**config.mk**
```make
export PLATFORM = sky130hd
export DESIGN_NAME = multicycle_controller
export DESIGN_NICKNAME = d
export VERILOG_FILES = /design/src/rtl/cpu_ctrl_pkg.sv /design/src/rtl/mc_output_decode.sv /design/src/rtl/multicycle_controller.sv
export SDC_FILE = /design/constraint.sdc
export NUM_CORES = 1
export LEC_CHECK = 0
export ABC_AREA = 1
export CELL_PAD_IN_SITES_DETAIL_PLACEMENT = 1
export CELL_PAD_IN_SITES_GLOBAL_PLACEMENT = 1
export CORE_MARGIN = 4
export CORE_UTILIZATION = 33
export DETAILED_ROUTE_END_ITERATION = 8
export GPL_TIMING_DRIVEN = 0
export PLACE_DENSITY = 0.95
export SETUP_SLACK_MARGIN = 0.05
export SYNTH_ARGS = -nofsm -noshare
export SYNTH_HDL_FRONTEND = slang
export SYNTH_HIERARCHICAL = 1
export SYNTH_SLANG_ARGS = --single-unit
```
**constraint.sdc**
```tcl
create_clock -name Clk -period 4.4 [get_ports Clk]
set_clock_uncertainty 0.2 [all_clocks]
set_input_delay 0.88 -clock Clk [delete_from_list [all_inputs] [get_ports Clk]]
set_output_delay 0.88 -clock Clk [all_outputs]
set_load 0.01 [all_outputs]
```
**src/rtl/cpu_ctrl_pkg.sv**
```systemverilog
// Shared definitions for the multi-cycle CPU controller: opcodes, ALU and
// operand-select encodings, the sequencer state enum and the control word.
package cpu_ctrl_pkg;

  localparam logic [3:0] OP_RTYPE = 4'd0;
  localparam logic [3:0] OP_BEQ   = 4'd1;
  localparam logic [3:0] OP_LW    = 4'd3;
  localparam logic [3:0] OP_SW    = 4'd11;

  localparam logic [2:0] ALU_SUB   = 3'd1;
  localparam logic [2:0] ALU_ADD   = 3'd2;
  localparam logic [2:0] ALU_FUNCT = 3'd4;

  localparam logic [1:0] SRCB_REG    = 2'b00;
  localparam logic [1:0] SRCB_ONE    = 2'b01;
  localparam logic [1:0] SRCB_IMM    = 2'b10;
  localparam logic [1:0] SRCB_OFFSET = 2'b11;

  typedef enum logic [3:0] {
    ST_IDLE   = 4'd0,
    ST_FETCH  = 4'd1,
    ST_DECODE = 4'd2,
    ST_EXEC_R = 4'd3,
    ST_WB_R   = 4'd4,
    ST_BRANCH = 4'd5,
    ST_ADDR   = 4'd6,
    ST_MEM_RD = 4'd7,
    ST_MEM_WR = 4'd8,
    ST_WB_MEM = 4'd9
  } state_t;

  // Full datapath control word; field order is also the debug/compare order.
  typedef struct packed {
    logic       mem_req;
    logic       memread;
    logic       memwrite;
    logic       iord;
    logic       irwrite;
    logic       pcwrite;
    logic       branch;
    logic       pcsource;
    logic       alusrca;
    logic [1:0] alusrcb;
    logic [2:0] aluop;
    logic       regwrite;
    logic       regdst;
    logic       memtoreg;
    logic       illegal;
  } ctrl_t;

  // True for the four opcodes the sequencer knows how to execute.
  function automatic logic is_legal(input logic [3:0] op);
    logic ok;
    case (op)
      OP_RTYPE, OP_BEQ, OP_LW, OP_SW: ok = 1'b1;
      default:                        ok = 1'b0;
    endcase
    return ok;
  endfunction

endpackage

```
**src/rtl/mc_output_decode.sv**
```systemverilog
// Combinational control-word decode from the sequencer state. Only
// IRwrite/PCwrite (Mem_ack in FETCH) and Illegal (Opcode in DECODE) look at
// inputs; everything else is a pure function of the state register.
module mc_output_decode
  import cpu_ctrl_pkg::*;
(
  input  state_t     state,
  input  logic       mem_ack,
  input  logic [3:0] opcode,
  output ctrl_t      ctrl
);

  // Per-state control word, zero for every field a state does not drive.
  always_comb begin
    ctrl = '0;
    case (state)
      ST_FETCH: begin
        ctrl.mem_req = 1'b1;
        ctrl.memread = 1'b1;
        ctrl.alusrcb = SRCB_ONE;
        ctrl.aluop   = ALU_ADD;
        ctrl.irwrite = mem_ack;
        ctrl.pcwrite = mem_ack;
      end
      ST_DECODE: begin
        ctrl.alusrcb = SRCB_OFFSET;
        ctrl.aluop   = ALU_ADD;
        ctrl.illegal = ~is_legal(opcode);
      end
      ST_EXEC_R: begin
        ctrl.alusrca = 1'b1;
        ctrl.alusrcb = SRCB_REG;
        ctrl.aluop   = ALU_FUNCT;
      end
      ST_WB_R: begin
        ctrl.regwrite = 1'b1;
        ctrl.regdst   = 1'b1;
      end
      ST_BRANCH: begin
        ctrl.alusrca  = 1'b1;
        ctrl.alusrcb  = SRCB_REG;
        ctrl.aluop    = ALU_SUB;
        ctrl.branch   = 1'b1;
        ctrl.pcsource = 1'b1;
      end
      ST_ADDR: begin
        ctrl.alusrca = 1'b1;
        ctrl.alusrcb = SRCB_IMM;
        ctrl.aluop   = ALU_ADD;
      end
      ST_MEM_RD: begin
        ctrl.mem_req = 1'b1;
        ctrl.memread = 1'b1;
        ctrl.iord    = 1'b1;
      end
      ST_MEM_WR: begin
        ctrl.mem_req  = 1'b1;
        ctrl.memwrite = 1'b1;
        ctrl.iord     = 1'b1;
      end
      ST_WB_MEM: begin
        ctrl.regwrite = 1'b1;
        ctrl.memtoreg = 1'b1;
      end
      default: ctrl = '0;
    endcase
  end

endmodule

```
**src/rtl/multicycle_controller.sv**
```systemverilog
// Multi-cycle sequencer: Moore FSM over FETCH/DECODE/EXECUTE/MEMORY/WRITEBACK
// with a req/ack memory handshake, a retired-instruction counter and an
// illegal-opcode pulse.
//
// Handshake: Mem_req with Memread/Memwrite/IorD is held constant from the
// first request cycle until the rising edge at which Mem_ack=1 is sampled;
// that edge completes exactly one access. Mem_ack is ignored whenever
// Mem_req=0, and a synchronous reset withdraws a pending request.
//
// Count_load/Count_init give a synchronous counter preload (used to reach the
// wrap point without retiring 2^CNT_W instructions); load wins over retire.
module multicycle_controller
  import cpu_ctrl_pkg::*;
#(
  parameter int CNT_W = 16
) (
  input  logic             Clk,
  input  logic             Rst_n,
  input  logic             Run,
  input  logic [3:0]       Opcode,
  input  logic             Mem_ack,
  input  logic             Count_load,
  input  logic [CNT_W-1:0] Count_init,
  output logic             Mem_req,
  output logic             Memread,
  output logic             Memwrite,
  output logic             IorD,
  output logic             IRwrite,
  output logic             PCwrite,
  output logic             Branch,
  output logic             PCsource,
  output logic             ALUsrcA,
  output logic [1:0]       ALUsrcB,
  output logic [2:0]       ALUop,
  output logic             Regwrite,
  output logic             Regdst,
  output logic             Memtoreg,
  output logic             Illegal,
  output logic [CNT_W-1:0] Instr_count,
  output logic [3:0]       State
);

  localparam logic [CNT_W-1:0] CNT_ONE = {{(CNT_W-1){1'b0}}, 1'b1};

  state_t           state;
  logic [3:0]       op_q;
  logic [CNT_W-1:0] count;
  ctrl_t            ctrl;
  logic             retire;

  mc_output_decode u_decode (
    .state   (state),
    .mem_ack (Mem_ack),
    .opcode  (Opcode),
    .ctrl    (ctrl)
  );

  // An instruction retires on the last cycle of its sequence.
  always_comb begin
    retire = 1'b0;
    case (state)
      ST_WB_R, ST_BRANCH, ST_WB_MEM: retire = 1'b1;
      ST_MEM_WR:                     retire = Mem_ack;
      ST_DECODE:                     retire = ctrl.illegal;
      default:                       retire = 1'b0;
    endcase
  end

  // Sequencer state, latched opcode and retired-instruction counter.
  always_ff @(posedge Clk) begin
    if (!Rst_n) begin
      state <= ST_IDLE;
      op_q  <= 4'd0;
      count <= '0;
    end else begin
      if (Count_load) begin
        count <= Count_init;
      end else if (retire) begin
        count <= count + CNT_ONE;
      end

      case (state)
        ST_IDLE: begin
          if (Run) state <= ST_FETCH;
        end
        ST_FETCH: begin
          if (Mem_ack) state <= ST_DECODE;
        end
        ST_DECODE: begin
          op_q <= Opcode;
          case (Opcode)
            OP_RTYPE:     state <= ST_EXEC_R;
            OP_BEQ:       state <= ST_BRANCH;
            OP_LW, OP_SW: state <= ST_ADDR;
            default:      state <= Run ? ST_FETCH : ST_IDLE;
          endcase
        end
        ST_EXEC_R: state <= ST_WB_R;
        ST_ADDR:   state <= (op_q == OP_LW) ? ST_MEM_RD : ST_MEM_WR;
        ST_MEM_RD: begin
          if (Mem_ack) state <= ST_WB_MEM;
        end
        ST_MEM_WR: begin
          if (Mem_ack) state <= Run ? ST_FETCH : ST_IDLE;
        end
        ST_WB_R, ST_BRANCH, ST_WB_MEM: state <= Run ? ST_FETCH : ST_IDLE;
        default: state <= ST_IDLE;
      endcase
    end
  end

  assign Mem_req     = ctrl.mem_req;
  assign Memread     = ctrl.memread;
  assign Memwrite    = ctrl.memwrite;
  assign IorD        = ctrl.iord;
  assign IRwrite     = ctrl.irwrite;
  assign PCwrite     = ctrl.pcwrite;
  assign Branch      = ctrl.branch;
  assign PCsource    = ctrl.pcsource;
  assign ALUsrcA     = ctrl.alusrca;
  assign ALUsrcB     = ctrl.alusrcb;
  assign ALUop       = ctrl.aluop;
  assign Regwrite    = ctrl.regwrite;
  assign Regdst      = ctrl.regdst;
  assign Memtoreg    = ctrl.memtoreg;
  assign Illegal     = ctrl.illegal;
  assign Instr_count = count;
  assign State       = state;

endmodule

```
==> Word-level counts from Yosys, hierarchy flattened <==
Cells that the tools add are included.
{ "classes": {"eq_ne": 17, "reduce_logical": 12, "n_mux": 25, "div_mod_pow": 0, "addsub": 1, "n_shift": 0, "n_lt_le_gt_ge": 0, "multipliers": 0, "bitwise": 1} }
{ "ops": {"columns": ["cell", "count"], "rows": [
  ["16-bit two-way mux", 2],
  ["4-bit one-hot mux with 8 select lines", 1],
  ["5-bit one-hot mux with 5 select lines", 1],
  ["4-bit two-way mux", 5],
  ["16-bit by 1-bit adder with 16-bit output, second input constant", 1],
  ["4-bit by 2-bit == test with 1-bit output, second input constant", 4],
  ["4-bit by 3-bit == test with 1-bit output, second input constant", 4],
  ["4-bit == test, second input constant", 3],
  ["1-bit two-way mux", 12],
  ["3-bit one-hot mux with 3 select lines", 1],
  ["3-bit OR reduction", 3],
  ["4-bit by 1-bit == test with 1-bit output, second input constant", 2],
  ["4-bit zero test", 2],
  ["2-bit inequality test, second input constant", 4],
  ["2-bit OR reduction", 4],
  ["2-bit two-way mux", 2],
  ["4-bit AND reduction", 1],
  ["4-bit OR reduction", 1],
  ["1-bit one-hot mux with 3 select lines", 1],
  ["2-bit nonzero test", 1],
  ["1-bit NOT", 1]
]} }
{ "totals": {"latchBits": 0, "out_inout_bits": 38, "regBits": 24, "word_cells": 59, "rom_bits": 0, "memories": 0, "ram_bits": 0} }

==> Depth between registers and ports, before layout <==
{ "logic_depth": {"word_depth": 9, "depth_mapped": 13, "depth_no_buf": 12} }

==> By module <==
The synthesis kept the hierarchy.
{ "modules_own_cells": {"columns": ["mod", "cells_per_inst", "area_per_inst_um2", "instances"], "rows": [
  ["multicycle_controller", 262, 1625.3, 1],
  ["mc_output_decode", 46, 221.5, 1]
]} }

==> Least setup slack after synthesis <==
OpenSTA, ideal clock, no wires.
{ "synth_timing": {"path_kind": "input to output", "from": "in Mem_ack", "to": "out IRwrite", "t_required_ns": 3.320, "path_slack_ns": 2.049, "cell_stages": 3, "arrival_time_ns": 1.271, "cell_sequence": "inv_1 > nor2_1 > buf_4"} }
{ "synth_via": {"elab_chain_cells": 1} }
{ "synth_rtl": {"columns": ["item", "line", "rtl"], "rows": [
  ["from (decl)", "multicycle_controller.sv:21", "input logic Mem_ack,"],
  ["2-bit two-way mux", "mc_output_decode.sv:16", "case (state)"],
  ["to (decl)", "multicycle_controller.sv:28", "output logic IRwrite,"]
]} }
No other way between the ends.

==> Worst setup path in the final report <==
Same ends and word-level chain as after synthesis.

==> impl_metrics.py <==
metrics = {
    "synth": {
        "syn_nets": 334,
        "ys_warn_count": 6,
        "syn_inst": 308,
        "ys_types": 34,
        "syn_area_per_cell_um2": 6.00,
        "synthesis.area_um2": 1850,
        "ys_ff_latch": 24,
        "ys_seq_area_share_pct": 26.0,
    },
    "clocking": {
        "clockBufferDepth": 2,
        "post_cts_buffers": 0,
        "cts.sinks": 24,
        "tritoncts": "done",
        "cts.htree.levels": 1,
        "cts_inserted_buffers": 3,
        "clk_latency_ns": 0.27,
        "cts.clk_slew.worst_paths_ns": 0.09,
        "postCtsResizedCells": 0,
        "cts_hold_buf": 0,
        "root_buffer": "clkbuf_8",
    },
    "power_and_ir_drop": {
        "peakVddDrop_mv": 0.128,
        "leakagePower_nw": 1.08,
        "fin_total_pwr_uw": 699,
        "power_density_nw_per_um2": 267,
    },
    "grt": {
        "antenna_found_initial": 0,
        "grt_max_degree": 15,
        "grt-ovfl-total": 0,
        "grt_pass1_wl_um": 10800,
        "track_usage_pct": 18.5,
        "first_global_vias": 2228,
    },
    "timing": {
        "max_freq_mhz": 296,
        "layout_setup_ws_ns": 1.02,
        "hold_violations": 0,
        "worst_pin_slew_ns": 0.547,
        "setup-violations-final": 0,
        "rsz0062_at_grt": "false",
        "relSlewSlack_pct": 63.6,
        "setup-tns-final_ns": 0,
        "period_share_pct": 76.9,
        "period_minus_slack_ns": 3.38,
        "slew_viol_final": 0,
    },
    "hold_path": {
        "min_path_type": "reg2reg",
        "hp-start": "Instr_count[15]",
        "min_to": "Instr_count[15]",
        "hold_depth": 2,
    },
    "cells_and_area": {
        "area_growth_pct": 41.7,
        "drive_gt1_share_pct": 11.8,
        "multi_input_area_um2": 1150,
        "nFillCells": 714,
        "layout.nets": 400,
        "final_cell_area_um2": 2620,
        "layout_commonest_cell": "nand2_1",
        "n_antenna_cell": 0,
        "layout_common_cells": "nand2_1 (74), clkdlybuf4s50_1 (61), nor2_1 (40)",
        "regArea_um2": 480,
    },
    "worst_setup_path": {
        "path_max_fanout": 4,
        "max_stage_delay_ns": 0.57,
        "cp_top_family": "buffers and inverters",
        "r2r_slack_ns": 2.22,
        "cp_num_buf_inv": 4,
        "worstSetupPathType": "in2out",
        "r2r_end": "Instr_count[10]",
        "worstPathArrival_ns": 2.30,
        "path_cells": "clkdlybuf4s50_1, inv_1, nor2_1, buf_4, clkdlybuf4s50_1",
        "cpMostUsedCell": "clkdlybuf4s50_1",
        "r2r_start": "State[1]",
        "cp-start-kind": "input pin",
        "worstRegToRegCells": 9,
        "cp-end-kind": "output port",
        "critPathRequiredTime_ns": 3.32,
        "slowest_stage": "clkdlybuf4s50_1",
    },
    "detailed_routing": {
        "drt-pass1-iter-count": 5,
        "wl_per_cell_um": 14.6,
        "drtIter0Drc": 104,
        "vias": 2277,
        "wl_um": 6450,
        "viasPerCell": 5.14,
        "antenna_left": 0,
        "post-route-drc-count": 0,
    },
    "placed_design": {
        "port_buffers": 61,
        "detailed_place.area_um2": 2540,
        "place.gp.congestion": 0.889,
        "dp_hpwl_um": 4950,
        "place_ws_ns": 1.02,
    },
    "run_status": {
        "status": "finished, final reports clean",
    },
    "die": {
        "rows": 26,
        "core_um2": 5270,
        "die_w_um": 82.8,
        "die_area_um2": 6860,
        "die_h_um": 82.8,
        "pin_count": 63,
        "initial_utilization_pct": 35.0,
    },
    "run": {
        "maxCapViolations": 0,
    },
}
==> worst max-delay path by stage <==
stage,from,cells past startpoint,to
2_1_floorplan,Mem_ack,3,IRwrite
3_3_place_gp,Mem_ack,5,IRwrite
3_5_place_dp,Mem_ack,5,IRwrite
4_1_cts,Mem_ack,5,IRwrite
5_1_grt,Mem_ack,5,IRwrite
6_report,Mem_ack,5,IRwrite
==> stage by stage <==
stage                     instances  hold WS, ns  util, %
final                           443        0.316     49.6
after global routing            443        0.358     49.6
after CTS                       443        0.318     49.6
after detailed placement        439        0.304     48.3
after global placement          439        0.288     48.3
after floorplan                 308        0.278        -
==> synth_stat cells (all sizes together) <==
cell	instances	area, um2
nand3b	1	7.51
clkbuf	2	7.51
nor4b	1	8.76
nand3	34	198
xor2	3	26.3
clkinv	1	3.75
inv	38	143
nand4	7	50.1
nor3	4	20.0
and2	1	6.26
nor2	47	199
o21ai	18	93.8
o2111ai	1	8.76
a31oi	1	6.26
dfxtp	24	480
mux2i	2	20.0
or2	7	43.8
a21oi	26	130
nand2	79	309
ha	1	12.5
a41oi	1	8.76
buf	9	63.8
==> power by group <==
group | internal (mW) | switching, mW | leakage, nW
logic | 0.118 | 0.121 | 0.844
registers | 0.235 | 0.0285 | 0.197
clock network | 0.122 | 0.0749 | 0.0357
==> per-layer routing <==
metal / GRT usage, % / part of all wire, %
met1: 24.2 / 45
met2: 31.9 / 48
met3: 3.07 / 5.5
met4: 4.31 / 1.5
met5: 0 / 0
==> worst reg2reg max path: cells and delay by family (launching register included) <==
kind | cells | cell delay, ns
AOI/OAI and AO/OA | 1 | 0.13
buffers and inverters | 2 | 0.28
DFF | 1 | 0.64
and+or+nand+nor | 6 | 0.86
==> state kept, by name, indices dropped and copies added, names as in the netlist <==
name         count
op_q             4
State            4
Instr_count     16
==> logic make-up after synthesis <==
group / after synthesis / synth area share, %
adder cells (fa/ha/maj): 1 / 0.677
AO/OA/AOI/OAI: 47 / 13.4
buffers and inverters: 50 / 11.8
flip-flops: 24 / 26.0
AND/OR/NAND/NOR: 181 / 45.6
XOR/XNOR: 3 / 1.42
multiplexers: 2 / 1.08
==> cell type report <==
class	count	share of cell area [%]
multi-input combinational	234	43.9
sequential	24	18.4
clock inverter	1	1.15
buffer	11	2.73
timing repair buffer	61	23.3
inverter	39	5.60
tap	70	3.35
clock buffer	3	1.58
No activity file was read; power rests on OpenSTA's default activity.
